$ cat src/rtl/systolic_mm.sv
// N x N output-stationary systolic matrix multiplier, C = A*B, unsigned operands.
// Define SYSTOLIC_MM_SAT_EN to saturate results to OUT_W bits instead of truncating.
module systolic_mm #(
    parameter int unsigned N     = 3,
    parameter int unsigned W     = 8,
    parameter int unsigned ACC_W = 2 * W + $clog2(N),
    parameter int unsigned OUT_W = 8
) (
    input  logic                   clk,
    input  logic                   rst_n,
    input  logic                   start,
    input  logic [N*N*W-1:0]       a_flat,
    input  logic [N*N*W-1:0]       b_flat,
    output logic                   busy,
    output logic                   done,
    output logic [N*N*OUT_W-1:0]   c_flat
);
    typedef enum logic [1:0] {StIdle, StCompute, StWrite} state_e;

    localparam int unsigned   TW     = $clog2(3 * N - 1);
    localparam logic [TW-1:0] T_LAST = TW'(3 * N - 3);

    state_e                 r_state;
    logic [TW-1:0]          r_t;
    logic                   r_busy;
    logic                   r_done;
    logic [N*N*OUT_W-1:0]   r_c;
    logic [W-1:0]           r_a   [N][N];
    logic [W-1:0]           r_b   [N][N];
    logic [W-1:0]           r_ah  [N][N];
    logic [W-1:0]           r_bv  [N][N];
    logic [ACC_W-1:0]       r_acc [N][N];

    logic [W-1:0]           w_feed_a [N];
    logic [W-1:0]           w_feed_b [N];
    logic [W-1:0]           w_a_in   [N][N];
    logic [W-1:0]           w_b_in   [N][N];
    logic [N*N*OUT_W-1:0]   w_c;

    // Diagonal skew: row i starts i cycles late, column j starts j cycles late.
    always_comb begin
        for (int i = 0; i < N; i++) begin
            w_feed_a[i] = '0;
            w_feed_b[i] = '0;
            for (int k = 0; k < N; k++) begin
                if (int'(r_t) == i + k) begin
                    w_feed_a[i] = r_a[i][k];
                    w_feed_b[i] = r_b[k][i];
                end
            end
        end
    end

    for (genvar gi = 0; gi < N; gi++) begin : g_row
        for (genvar gj = 0; gj < N; gj++) begin : g_col
            if (gj == 0) begin : g_a_edge
                assign w_a_in[gi][gj] = w_feed_a[gi];
            end else begin : g_a_pass
                assign w_a_in[gi][gj] = r_ah[gi][gj-1];
            end
            if (gi == 0) begin : g_b_edge
                assign w_b_in[gi][gj] = w_feed_b[gj];
            end else begin : g_b_pass
                assign w_b_in[gi][gj] = r_bv[gi-1][gj];
            end
        end
    end

`ifdef SYSTOLIC_MM_SAT_EN
    localparam logic [ACC_W:0] SAT_LIM = (ACC_W + 1)'(1) << OUT_W;

    always_comb begin
        w_c = '0;
        for (int i = 0; i < N; i++) begin
            for (int j = 0; j < N; j++) begin
                if ({1'b0, r_acc[i][j]} >= SAT_LIM) begin
                    w_c[(i*N+j)*OUT_W +: OUT_W] = {OUT_W{1'b1}};
                end else begin
                    w_c[(i*N+j)*OUT_W +: OUT_W] = r_acc[i][j][OUT_W-1:0];
                end
            end
        end
    end
`else
    always_comb begin
        w_c = '0;
        for (int i = 0; i < N; i++) begin
            for (int j = 0; j < N; j++) begin
                w_c[(i*N+j)*OUT_W +: OUT_W] = r_acc[i][j][OUT_W-1:0];
            end
        end
    end
`endif

    always_ff @(posedge clk or negedge rst_n) begin
        if (!rst_n) begin
            r_state <= StIdle;
            r_t     <= '0;
            r_busy  <= 1'b0;
            r_done  <= 1'b0;
            r_c     <= '0;
            for (int i = 0; i < N; i++) begin
                for (int j = 0; j < N; j++) begin
                    r_a[i][j]   <= '0;
                    r_b[i][j]   <= '0;
                    r_ah[i][j]  <= '0;
                    r_bv[i][j]  <= '0;
                    r_acc[i][j] <= '0;
                end
            end
        end else begin
            r_done <= 1'b0;
            unique case (r_state)
                StIdle: begin
                    if (start) begin
                        for (int i = 0; i < N; i++) begin
                            for (int j = 0; j < N; j++) begin
                                r_a[i][j]   <= a_flat[(i*N+j)*W +: W];
                                r_b[i][j]   <= b_flat[(i*N+j)*W +: W];
                                r_ah[i][j]  <= '0;
                                r_bv[i][j]  <= '0;
                                r_acc[i][j] <= '0;
                            end
                        end
                        r_t     <= '0;
                        r_busy  <= 1'b1;
                        r_state <= StCompute;
                    end
                end
                StCompute: begin
                    for (int i = 0; i < N; i++) begin
                        for (int j = 0; j < N; j++) begin
                            r_acc[i][j] <= r_acc[i][j]
                                         + ACC_W'(w_a_in[i][j]) * ACC_W'(w_b_in[i][j]);
                            r_ah[i][j]  <= w_a_in[i][j];
                            r_bv[i][j]  <= w_b_in[i][j];
                        end
                    end
                    r_t <= r_t + TW'(1);
                    if (r_t == T_LAST) begin
                        r_state <= StWrite;
                    end
                end
                StWrite: begin
                    r_c     <= w_c;
                    r_done  <= 1'b1;
                    r_busy  <= 1'b0;
                    r_state <= StIdle;
                end
                default: r_state <= StIdle;
            endcase
        end
    end

    assign busy   = r_busy;
    assign done   = r_done;
    assign c_flat = r_c;

endmodule

$ cat config.mk
export PLATFORM = sky130hd
export DESIGN_NAME = systolic_mm
export DESIGN_NICKNAME = d
export VERILOG_FILES = /design/src/rtl/systolic_mm.sv
export SDC_FILE = /design/constraint.sdc
export NUM_CORES = 1
export LEC_CHECK = 0
export BUFFER_PORTS_ARGS = -buffer_cell sky130_fd_sc_hd__buf_2
export CORE_UTILIZATION = 35
export DETAILED_ROUTE_END_ITERATION = 16
export HOLD_SLACK_MARGIN = 0.05
export SLEW_MARGIN = 25
export SYNTH_ARGS = -nofsm -noshare
export SYNTH_HDL_FRONTEND = slang
export SYNTH_SLANG_ARGS = --single-unit
$ cat constraint.sdc
create_clock -name clk -period 18.38 [get_ports clk]
set_clock_uncertainty 0.15 [all_clocks]
set_input_delay 3.676 -clock clk [delete_from_list [all_inputs] [get_ports clk]]
set_output_delay 3.676 -clock clk [all_outputs]
set_load 0.01 [all_outputs]
# Word level (Yosys, flattened, before mapping)
# Index checks and enable logic that the tools add are counted.
dict set report totals {
  register_bits 481
  input_bits 147
  out_inout_bits 74
  word_cells 111
}
dict set report classes {
  addsub 10
  n_mul 9
  n_eq_ne 9
  n_mux 31
  n_reduce_logical 8
}
# operator count
set ops {}
lappend ops {{$pmux 162 s2} 1}
lappend ops {{$pmux 72 s2} 2}
lappend ops {{$add 18x16->18} 9}
lappend ops {{$mux 162} 1}
lappend ops {{$mul 8x8->16} 9}
lappend ops {{$mux 8} 18}
lappend ops {{$mux 72} 1}
lappend ops {{$eq 3x3->1 const B} 4}
lappend ops {{$reduce_and 2->1} 4}
lappend ops {{$pmux 3 s2} 1}
lappend ops {{$mux 2} 2}
lappend ops {{$ne 2x2->1 const B} 2}
lappend ops {{$pmux 2 s2} 1}
lappend ops {{$reduce_bool 2->1} 2}
lappend ops {{$add 3x1->3 const B} 1}
lappend ops {{$eq 3x2->1 const B} 1}
lappend ops {{$logic_not 3->1} 1}
lappend ops {{$mux 3} 1}
lappend ops {{$eq 2x1->1 const B} 1}
lappend ops {{$eq 2x2->1 const B} 1}
lappend ops {{$logic_not 2->1} 1}
lappend ops {{$mux 1} 2}
lappend ops {{$pmux 1 s2} 1}

# Logic depth before layout (Yosys ltp)
# Gate-level depths: netlist of the first run.
dict set report logic_depth {
  word_depth 7
  ltp_mapped 28
  mapped_depth_nobuf 22
}

# Worst setup path before layout of the first run
# Ideal clock, no wire load.
dict set report synth_path {
  kind {flip-flop to flip-flop}
  startpoint {reg r_t[2]}
  endpoint {reg r_acc[43] in the netlist's numbering}
  setup_ps 76
  arrival_time_ps 6202
  setup_slack_ps 11952
  path_stages_with_launch 29
  n_path_buf 7
  period_less_slack_ps 6428
  path_cell_list {dfrtp_1 > buf_2 > buf_2 > buf_2 > buf_2 > inv_1 > ha_1 > buf_2 > buf_4 > buf_2 > nor3b_1 > a21oi_1 > o21ai_1 > nand2_1 > fa_1 > inv_1 > ha_1 > ha_1 > inv_1 > fa_1 > inv_1 > ha_1 > fa_1 > a21o_1 > a21oi_1 > xnor3_1 > xnor3_1 > xnor3_1 > o21ai_1}
}
dict set report synth_via {
  elab_chain_cells 7
  word_cells_on_any_way 9
  cone_classes {add/sub: 1; mul: 1; eq/ne: 3; mux: 4}
}
# item line
set synth_lines {}
lappend synth_lines {{from (decl)} 24} ;# logic [TW-1:0] r_t;
lappend synth_lines {{from (signal assigned)} 139} ;# r_t <= r_t + TW'(1);
lappend synth_lines {{$eq 3x3->1} 46} ;# if (int'(r_t) == i + k) begin
lappend synth_lines {{$mux 8 (2 in series)} 46}
lappend synth_lines {{$mux 8 *} 46}
lappend synth_lines {{$mul 8x8->16 *} 134} ;# + ACC_W'(w_a_in[i][j]) * ACC_W'(w_b_in[i][j]);
lappend synth_lines {{$add 18x16->18 *} 134}
lappend synth_lines {{$pmux 162 s2 *} 113} ;# unique case (r_state)
lappend synth_lines {{to (signal, indexed assignment)} 133} ;# r_acc[i][j] <= r_acc[i][j]
lappend synth_lines {{to (decl)} 32} ;# logic [ACC_W-1:0] r_acc [N][N];
# Mark *: on every way between the ends. The rest lies on a longest branch, timed or not.
# A chain may end at the register's enable or synchronous reset.

# Worst setup path in the final report of the first run
dict set report layout_path {
  startpoint {reg r_t[0]}
  endpoint {reg r_acc[43] in the netlist's numbering}
}
# Same word-level chain as after synthesis.

==> results of run 1 <==
==> registers in the layout, summed over array words and instances, names as in the netlist <==
register and flops:
r_ah 48, r_a 72, r_acc 72, r_state 2
r_t 3, r_bv 48, r_b 72, c_flat 72
done 1, busy 1
==> per-stage QoR <==
step | power [mW] | util [%]
finish | 4.917 | 40.35
global route | 5.395 | 40.35
CTS | 4.990 | 40.34
detailed placement | 4.036 | 38.23
global placement | 3.982 | 38.23
floorplan | 3.267 | -
==> per-layer routing <==
metal / up-vias / GRT usage, %
met2: 416 / 30.42
met1: 9374 / 26.60
met5: - / 0
li1: 9313 / -
met3: 80 / 2.909
met4: 0 / 4.494
==> final cells by class <==
type	count	share of cell area [%]
clock inverter	12	0.5912
multi-input combinational	2015	47.98
tap	950	4.100
inverter	345	4.467
clock buffer	66	4.644
timing repair buffer	241	4.475
sequential	391	33.75
==> path summary, 6_finish.rpt <==
check / start / end / slack [ps] / cells past startpoint
max: r_t[0]$_DFFE_PN0P_ / r_acc[43]$_DFFE_PN0P_ / 11630 / 18
min: r_a[30]$_DFFE_PN0P_ / r_a[30]$_DFFE_PN0P_ / 320 / 2
max reg2reg: r_t[0]$_DFFE_PN0P_ / r_acc[43]$_DFFE_PN0P_ / 11630 / 18
min reg2reg: r_a[30]$_DFFE_PN0P_ / r_a[30]$_DFFE_PN0P_ / 320 / 2
max in group asynchronous: rst_n / r_acc[95]$_DFFE_PN0P_ / 13710 / 2
min in group asynchronous: rst_n / r_b[49]$_DFFE_PN0P_ / 2930 / 1
==> critical path, stage by stage (launching register included) <==
cell,delay (ps)
dfrtp_1,410
inv_1,100
ha_1,720
nand2_1,700
o22ai_1,800
nor2b_1,150
fa_1,470
fa_1,480
ha_1,280
inv_1,50
fa_1,520
inv_1,40
ha_1,320
a21o_1,190
a21oi_1,160
xnor3_1,230
xnor3_1,370
xnor3_1,380
o21ai_1,120
==> cells by family (layout without fill, tap and decap cells) <==
| family | Yosys count | count (layout) |
|---|---|---|
| compound gates | 287 | 287 |
| xor+xnor | 150 | 150 |
| buf+inv | 487 | 664 |
| simple gates | 1258 | 1258 |
| flops | 391 | 391 |
| fa+ha+maj | 320 | 320 |
==> where the power goes <==
part           internal (mW)  switching, mW
clock network          0.560          0.366
logic                  0.932           1.46
registers               1.25          0.349
total                   2.74           2.18
==> layout by cell type (no fill, tap or decap), drive strengths merged, types with 6 or more instances in the layout <==
master,netlist,routed
a21oi,58,58
a221o,9,9
xnor3,12,12
ha,158,158
clkbuf,110,66
o31ai,32,32
a22o,19,19
clkinv,0,8
xnor2,112,112
nor2b,25,25
dfrtp,391,391
and2,76,76
nand2b,15,15
nand4bb,7,7
fa,162,162
a2bb2oi,6,6
o21ai,119,119
buf,32,241
nand3,118,118
a21o,18,18
xor2,26,26
nand3b,16,16
inv,345,345
a22oi,11,11
nor2,22,22
nand2,966,966
==> run metrics, run 1 <==
WL final=68040 µm; CTS Root Cell=clkbuf_16; synthesis-stage register bit count=approximately 390; vias in the first global route=about 19000; largest net degree at the start of global routing=186; wire length on met3=3282 µm; Routed Antenna Nets=0; Sink Count=391; Mapped Cells=2893; Synth Area in Compound Gates=7.157%; Post-Synth XOR/XNOR Area=just under 6%; Max rail drop VDD=0.08188 mV; Final Cycle Share=36.72%; top_reg_cell synth=dfrtp_1; highest metal used=met4; Synth warnings=0; Fin. Hold Viols=0; cell area after placement=27470 µm²; post-cts sizing count=0; Pwr Density=roughly 170 nW/µm²; Starting Density=35.52%; Iter 0 DRT Violations=1155; DRT Pass-1 Iters=5; final layout net count=3505; global-route wire length before repair=109700 µm; count leader, synth=nand2_1; placed insts=3942; Post-Syn Nets=3360; Yosys cell types=49; Post-synth ARST share=between 90% and 100%; max-cap violation count=0; fin worst setup slack=11630 ps; top cell type by total area after synthesis=dfrtp_1; n_diodes=0; Filler cells=between 7000 and 8000; Post-CTS Hold Fix Bufs=0; Routed WL per cell=16.92 µm; synth top area cells=dfrtp_1 38%, nand2_1 14%, fa_1 13%; RSZ-0062 raised after global routing=false; Finished Layout Cells=between 4000 and 5000; Core ar.=71850 µm²; worst skew pair latency=580 ps; Reg area=around 9800 µm²; Area Growth Syn to Fin=13.58%; Horiz. Die Dim=272.1 µm; setup bufs post-CTS=0; Worst Path Max Fanout=24; Peak Freq=0.1481 GHz; total gr overflow=0; Clk pin slew, worst setup/hold paths=60 ps; max-slew violations=0; area of the multi-input gates=13910 µm²; final setup TNS=0 ps; Final Cell Area=28990 µm²; Worst setup EP type=flip-flop; top cell type's share of synthesized area=38.33%; synthesized area=25530 µm²; fin crit period=between 6000 and 7000 ps; gpl congestion=~0.85; sequential element share of the synthesized area=38.33%; I/O Pins=221; TritonCTS clock tree=built; H-tree depth=2; Die Ht=272.1 µm; worst endpoint data arrival time=between 7000 and 8000 ps; Leakage=14.97 nW; initial antenna violation count=0; CTS max path bufs=3; Hold WC Path Type=flip-flop to flip-flop; all-layer global routing usage=a little under a fifth; die area=74010 µm²; top cells by count, synth=965 x nand2_1, 391 x dfrtp_1, 344 x inv_1, 162 x fa_1, 158 x ha_1; crit path launch type=flip-flop; Rows=98; Simple-Gate Fraction of Synth Area=20.94%; CTS buffer count=44; fraction of layout cells with a size suffix above 1=10.91%; mux share of post-synthesis cell area=0%; Residual DRC=0; WP data required=18730 ps; IO Port Bufs=220; Post-DP HPWL=50040 µm; EDFF count, synth=0; Setup Viol. Count Final=0; largest family of logic cells by synthesized area=simple AND/OR/NAND/NOR gates; Routed met1 length=31690 µm; final hold slack=317.4 ps; wire length on met2=31610 µm; syn avg cell area=8.823 µm²; critical path type=flip-flop to flip-flop; via/cell ratio=4.772; Adder-Cell Fraction of Synth Area=between 20 and 25%; Worst-Margin Slew=948.4 ps; Slew headroom=36.77%; Vias=19180; status=finished, final reports clean; pre-CTS WS=11600 ps
Power figures use the tool's default switching activity.
==> run 2, diff against run 1 <==
clock period = 6.6 ns   (was 18.38 ns; I/O delays follow)
==> run 2 against run 1 <==
Compared with the run above:
- count of clock-buffer cells in the layout decreased by 2
- fmax increased by 11%
- clock power increased to 2.7 times the previous value
- critical path type unchanged
==> run metrics, run 2 (synthesis gave the netlist of run 1 again) <==
RSZ-0062 raised after global routing=false; CP max-delay cell=o21ai_1; Routed Antenna Nets=0; Worst-Margin Slew=991.9 ps; Leakage=15.00 nW; Final Cell Area=29040 µm²; all-layer global routing usage=19.09%; Crit. path cell count=21; post-cts sizing count=0; Post-DP HPWL=50530 µm; initial antenna violation count=0; Peak Freq=0.1640 GHz; critical path type=flip-flop to flip-flop; setup bufs post-CTS=0; Fin. Hold Viols=0; die area=74010 µm²; total gr overflow=0; Bufs and invs on worst path=6; cell area after placement=27570 µm²; max-cap violation count=0; Iter 0 DRT Violations=1025; Sink Count=391; Clk pin slew, worst setup/hold paths=60 ps; Area Growth Syn to Fin=13.77%; crit path to=r_acc[43]$_DFFE_PN0P_; WHS Path Cells=2; status=finished, final reports clean; fin crit period=6098 ps; crit path launch type=flip-flop; Rows=98; Starting Density=35.52%; largest net degree at the start of global routing=155; Slew headroom=33.88%; H-tree depth=2; RR Startpoint=r_t[0]$_DFFE_PN0P_; worst-path cell chain=inv_1, ha_1, buf_4, nor2b_1, buf_4, a22oi_1, o21ai_1, nand2_1, fa_1, inv_1, fa_1, inv_1, fa_1, fa_1, inv_1, ha_1, a21oi_1, xnor3_1, xnor3_1, xnor3_1, o21ai_1; vias in the first global route=19170; Setup Viol. Count Final=0; r2r setup slk=500 ps; Filler cells=7312; worst skew pair latency=590 ps; most frequent cells in the layout=964 x nand2_1, 391 x dfrtp_1, 344 x inv_1; TritonCTS clock tree=built; fin worst setup slack=502.0 ps; fin util=roughly two fifths; Total Power=13.69 mW; Residual DRC=0; worst endpoint data arrival time=about 6400 ps; fraction of layout cells with a size suffix above 1=11.14%; Hold WC Path Type=flip-flop to flip-flop; Crit. Startpoint=r_t[0]$_DFFE_PN0P_; Die Ht=272.1 µm; CTS max path bufs=3; CTS buffer count=46; Core ar.=approximately 70000 µm²; Horiz. Die Dim=272.1 µm; Pwr Density=471.3 nW/µm²; max-slew violations=0; reg-to-reg critical path endpoint=r_acc[43]$_DFFE_PN0P_; most common cell after layout, fill and taps aside=nand2_1; Post-CTS Hold Fix Bufs=0; global-route wire length before repair=roughly 110000 µm; Final Cycle Share=slightly above 90%; WP data required=around 7000 ps; gpl congestion=roughly 0.9; Worst setup EP type=flip-flop; DRT Pass-1 Iters=5; Vias=19160; IO Port Bufs=220; CP delay by family, top=adder cells; CTS Root Cell=clkbuf_16; Max rail drop VDD=around 0.25 mV; via/cell ratio=4.753; CP peak stage delay=550 ps; pre-CTS WS=484.0 ps; cells on worst reg2reg path=21; final setup TNS=0 ps; WL final=69040 µm; Worst Path Max Fanout=9; final layout net count=3518; I/O Pins=approximately 220; Routed WL per cell=17.13 µm
## run 2: cell count changes in the layout (fill, tap and decap cells not counted), sizes merged
| cell | delta |
|---|---|
| buf | +11 |
| inv | +3 |
| bufinv | -2 |
| clkbuf | -2 |
| diode | +1 |
## run 2: layer usage
layer  wire length, µm  GRT usage [%]
met1             32980          27.51
met2             31940          30.59
met3              3020          2.821
met4              1095          3.548
met5                 0              0
## run 2: area by class of cell
type | instances | area (µm²) | area share [%]
multi-input cells | 2015 | 13910 | 47.90
flip-flops and latches | 391 | 9784 | 33.69
repair buffers | 252 | 1425 | 4.907
clock buffers | 64 | 1299 | 4.472
inverters | 345 | 1295 | 4.459
well taps | 950 | 1189 | 4.093
clock inverters | 13 | 137.6 | 0.4739
diodes | 1 | 2.502 | 0.008617
## run 2: tightest hold or removal path: cells and delay by family (launching register included)
kind | cells | cell delay, ps
flip-flops | 1 | 330
AND/OR/NAND/NOR | 2 | 100
## run 2: how the worst min path moves through the flow
stage / startpoint / end / slack [ps]
final: c_flat[16]$_DFFE_PN0P_ / c_flat[16]$_DFFE_PN0P_ / 320
after CTS: c_flat[18]$_DFFE_PN0P_ / c_flat[18]$_DFFE_PN0P_ / 320
after floorplan: r_a[16]$_DFFE_PN0P_ / r_a[16]$_DFFE_PN0P_ / 290
after global placement: c_flat[16]$_DFFE_PN0P_ / c_flat[16]$_DFFE_PN0P_ / 300
after detailed placement: c_flat[18]$_DFFE_PN0P_ / c_flat[18]$_DFFE_PN0P_ / 310
after global routing: c_flat[63]$_DFFE_PN0P_ / c_flat[63]$_DFFE_PN0P_ / 340
## run 2: report_power, final
| group | internal (mW) | switching [mW] |
|---|---|---|
| sequential | 3.47 | 0.984 |
| combinational | 2.65 | 4.10 |
| clock | 1.44 | 1.04 |
## run 2: metrics by stage
step	instances	hold slack, ps
6_report	4031	317.3
3_3_place_gp	3952	304.9
3_5_place_dp	3952	310.1
4_1_cts	4029	323.9
2_1_floorplan	2893	287.6
5_1_grt	4030	342.9
==> run 3, diff against run 2 <==
GPL_TIMING_DRIVEN = 0   (was default)
==> run 3 against run 2 <==
Compared with the run above:
- sequential power shrank 3%
- final cell count grew 3.6%
- register-to-register slack lost 370 ps
- sequential share of layout area decreased by 1.0 points
- worst hold slack better by 1.5 ps
- clock power rose by 8%
- critical path depth increased by 6
- critical endpoint is now r_acc[97]$_DFFE_PN0P_
==> run metrics, run 3 (synthesis gave the netlist of run 1 again) <==
switch share=between 40% and 50%; Routed WL per cell=19.19 µm; Post-DP HPWL=61600 µm; Hold WC Path Type=flip-flop to flip-flop; WP data required=6900 ps; Peak Freq=0.1547 GHz; Horiz. Die Dim=roughly 270 µm; die area=74010 µm²; combinational share of power=52.2%; RSZ-0062 raised after global routing=true; clock power share=18.3%; cell area after placement=~28000 µm²; Setup Viol. Count Final=0; DRT Pass-1 Iters=5; Leakage=15.32 nW; Core ar.=a little over 70000 µm²; crit path launch type=flip-flop; fraction of layout cells with a size suffix above 1=11.93%; final hold slack=318.8 ps; TritonCTS clock tree=built; Worst-Margin Slew=1071 ps; worst skew pair latency=600 ps; most frequent cells in the layout=963 x nand2_1, 391 x dfrtp_1, 343 x inv_1; Pwr Density=488.3 nW/µm²; Fin. Hold Viols=0; all-layer global routing usage=between 20% and 30%; Die Ht=272.1 µm; Total Power=14.61 mW; critical path type=flip-flop to flip-flop; status=finished, final reports clean; most common cell after layout, fill and taps aside=nand2_1; n_diodes=0; Sink Count=approximately 400; Final Cell Area=between 20000 and 30000 µm²; Area Growth Syn to Fin=17.26%; global-route wire length before repair=124100 µm; H-tree depth=2; Rows=98; Worst Path Max Fanout=10; CTS max path bufs=3; Psw=6.726 mW; Clk pin slew, worst setup/hold paths=approximately 60 ps; gpl congestion=between 0.8 and 0.9; I/O Pins=221; largest net degree at the start of global routing=87; WL final=80160 µm; Slew headroom=28.45%; vias in the first global route=20420; Residual DRC=0; Routed Antenna Nets=0; total gr overflow=0; max-slew violations=0; design internal power=7.889 mW; Iter 0 DRT Violations=1624; placed insts=4069; Final Cycle Share=97.94%; Vias=~20000; Reg power frac=29.6%; CTS Root Cell=clkbuf_16; worst endpoint data arrival time=between 6000 and 7000 ps; Post-CTS Hold Fix Bufs=0; final layout net count=about 3700; Finished Layout Cells=between 4000 and 5000; IO Port Bufs=220; Worst setup EP type=flip-flop; fin crit period=between 6000 and 7000 ps; Starting Density=35.52%; max-cap violation count=0; initial antenna violation count=0; CTS buffer count=46; via/cell ratio=4.877; Max rail drop VDD=0.2264 mV
-- run 3: cell count changes in the layout (fill, tap and decap cells not counted), sizes merged, moves of 2 or more --
cell,before,now
buf,252,278
bufinv,2,4
clkinvlp,0,6
clkbuf,64,177
-- run 3: cell type report --
type                       instances  area [µm²]
fill                            7315       41920
multi-input combinational       2015       14010
sequential                       391        9784
timing repair buffer             248        1434
clock buffer                      65        1313
inverter                         345        1299
tap                              950        1189
buffer                           142       646.9
clock inverter                    21       255.2
-- run 3: power by group through the flow --
stage                     combinational (mW)  clock (mW)  sequential, mW
after floorplan                         4.97           0            4.13
after global placement                  7.24           0            4.33
after detailed placement                7.39           0            4.34
after CTS                               7.52        2.71            4.31
after global routing                    8.61        2.81            4.44
final                                   7.63        2.67            4.32
-- run 3: layer usage --
layer / track usage, % / wire [µm] / vias up
li1: - / - / 9625
met1: 28.96 / 34200 / 9997
met2: 36.68 / 38370 / 634
met3: 3.518 / 4999 / 117
met4: 7.377 / 2590 / 0
met5: 0 / 0 / -
-- run 3: worst paths after layout --
| path | from | end | slack, ps | depth (start not counted) |
|---|---|---|---|---|
| worst min register to register | c_flat[32]$_DFFE_PN0P_ | c_flat[32]$_DFFE_PN0P_ | 320 | 2 |
| worst min-delay path | c_flat[32]$_DFFE_PN0P_ | c_flat[32]$_DFFE_PN0P_ | 320 | 2 |
| worst max register to register | r_t[2]$_DFFE_PN0P_ | r_acc[97]$_DFFE_PN0P_ | 140 | 27 |
| max in group asynchronous | rst_n | c_flat[24]$_DFFE_PN0P_ | 4320 | 4 |
| worst max-delay path | r_t[2]$_DFFE_PN0P_ | r_acc[97]$_DFFE_PN0P_ | 140 | 27 |
| min in group asynchronous | rst_n | r_a[12]$_DFFE_PN0P_ | 540 | 1 |
-- run 3: through the flow --
step | TNS [ps] | worst slack (ps) | utilization (%)
global route | -174.9 | -81.99 | 41.66
finish | 0 | 135.8 | 41.66
detailed placement | -6156 | -1389 | 38.93
CTS | 0 | 38.07 | 41.34
global placement | -1558600 | -4024 | 38.71
floorplan | 0 | 171.5 | -
-- run 3: worst max-delay path, stage by stage (launching register included) --
cell,delay (ps)
dfrtp_1,380
buf_6,140
buf_8,150
buf_6,160
buf_8,170
clkinvlp_4,130
ha_4,210
nor4b_4,260
buf_4,190
buf_6,170
a22oi_1,110
nand2_2,170
nand2_1,100
fa_1,530
inv_1,50
fa_1,460
ha_1,300
inv_1,60
fa_1,520
inv_1,60
fa_1,470
a21o_1,180
a21oi_1,200
xnor3_1,290
xnor2_2,200
xnor3_1,250
xnor2_1,160
o21ai_1,70
-- run 3: timing repair --
item	in CTS	in global routing
hold endpoints to repair	0	0
resized for setup	35	26
buffers inserted	4	18
setup endpoints to repair	16	5
pin swaps	4	9
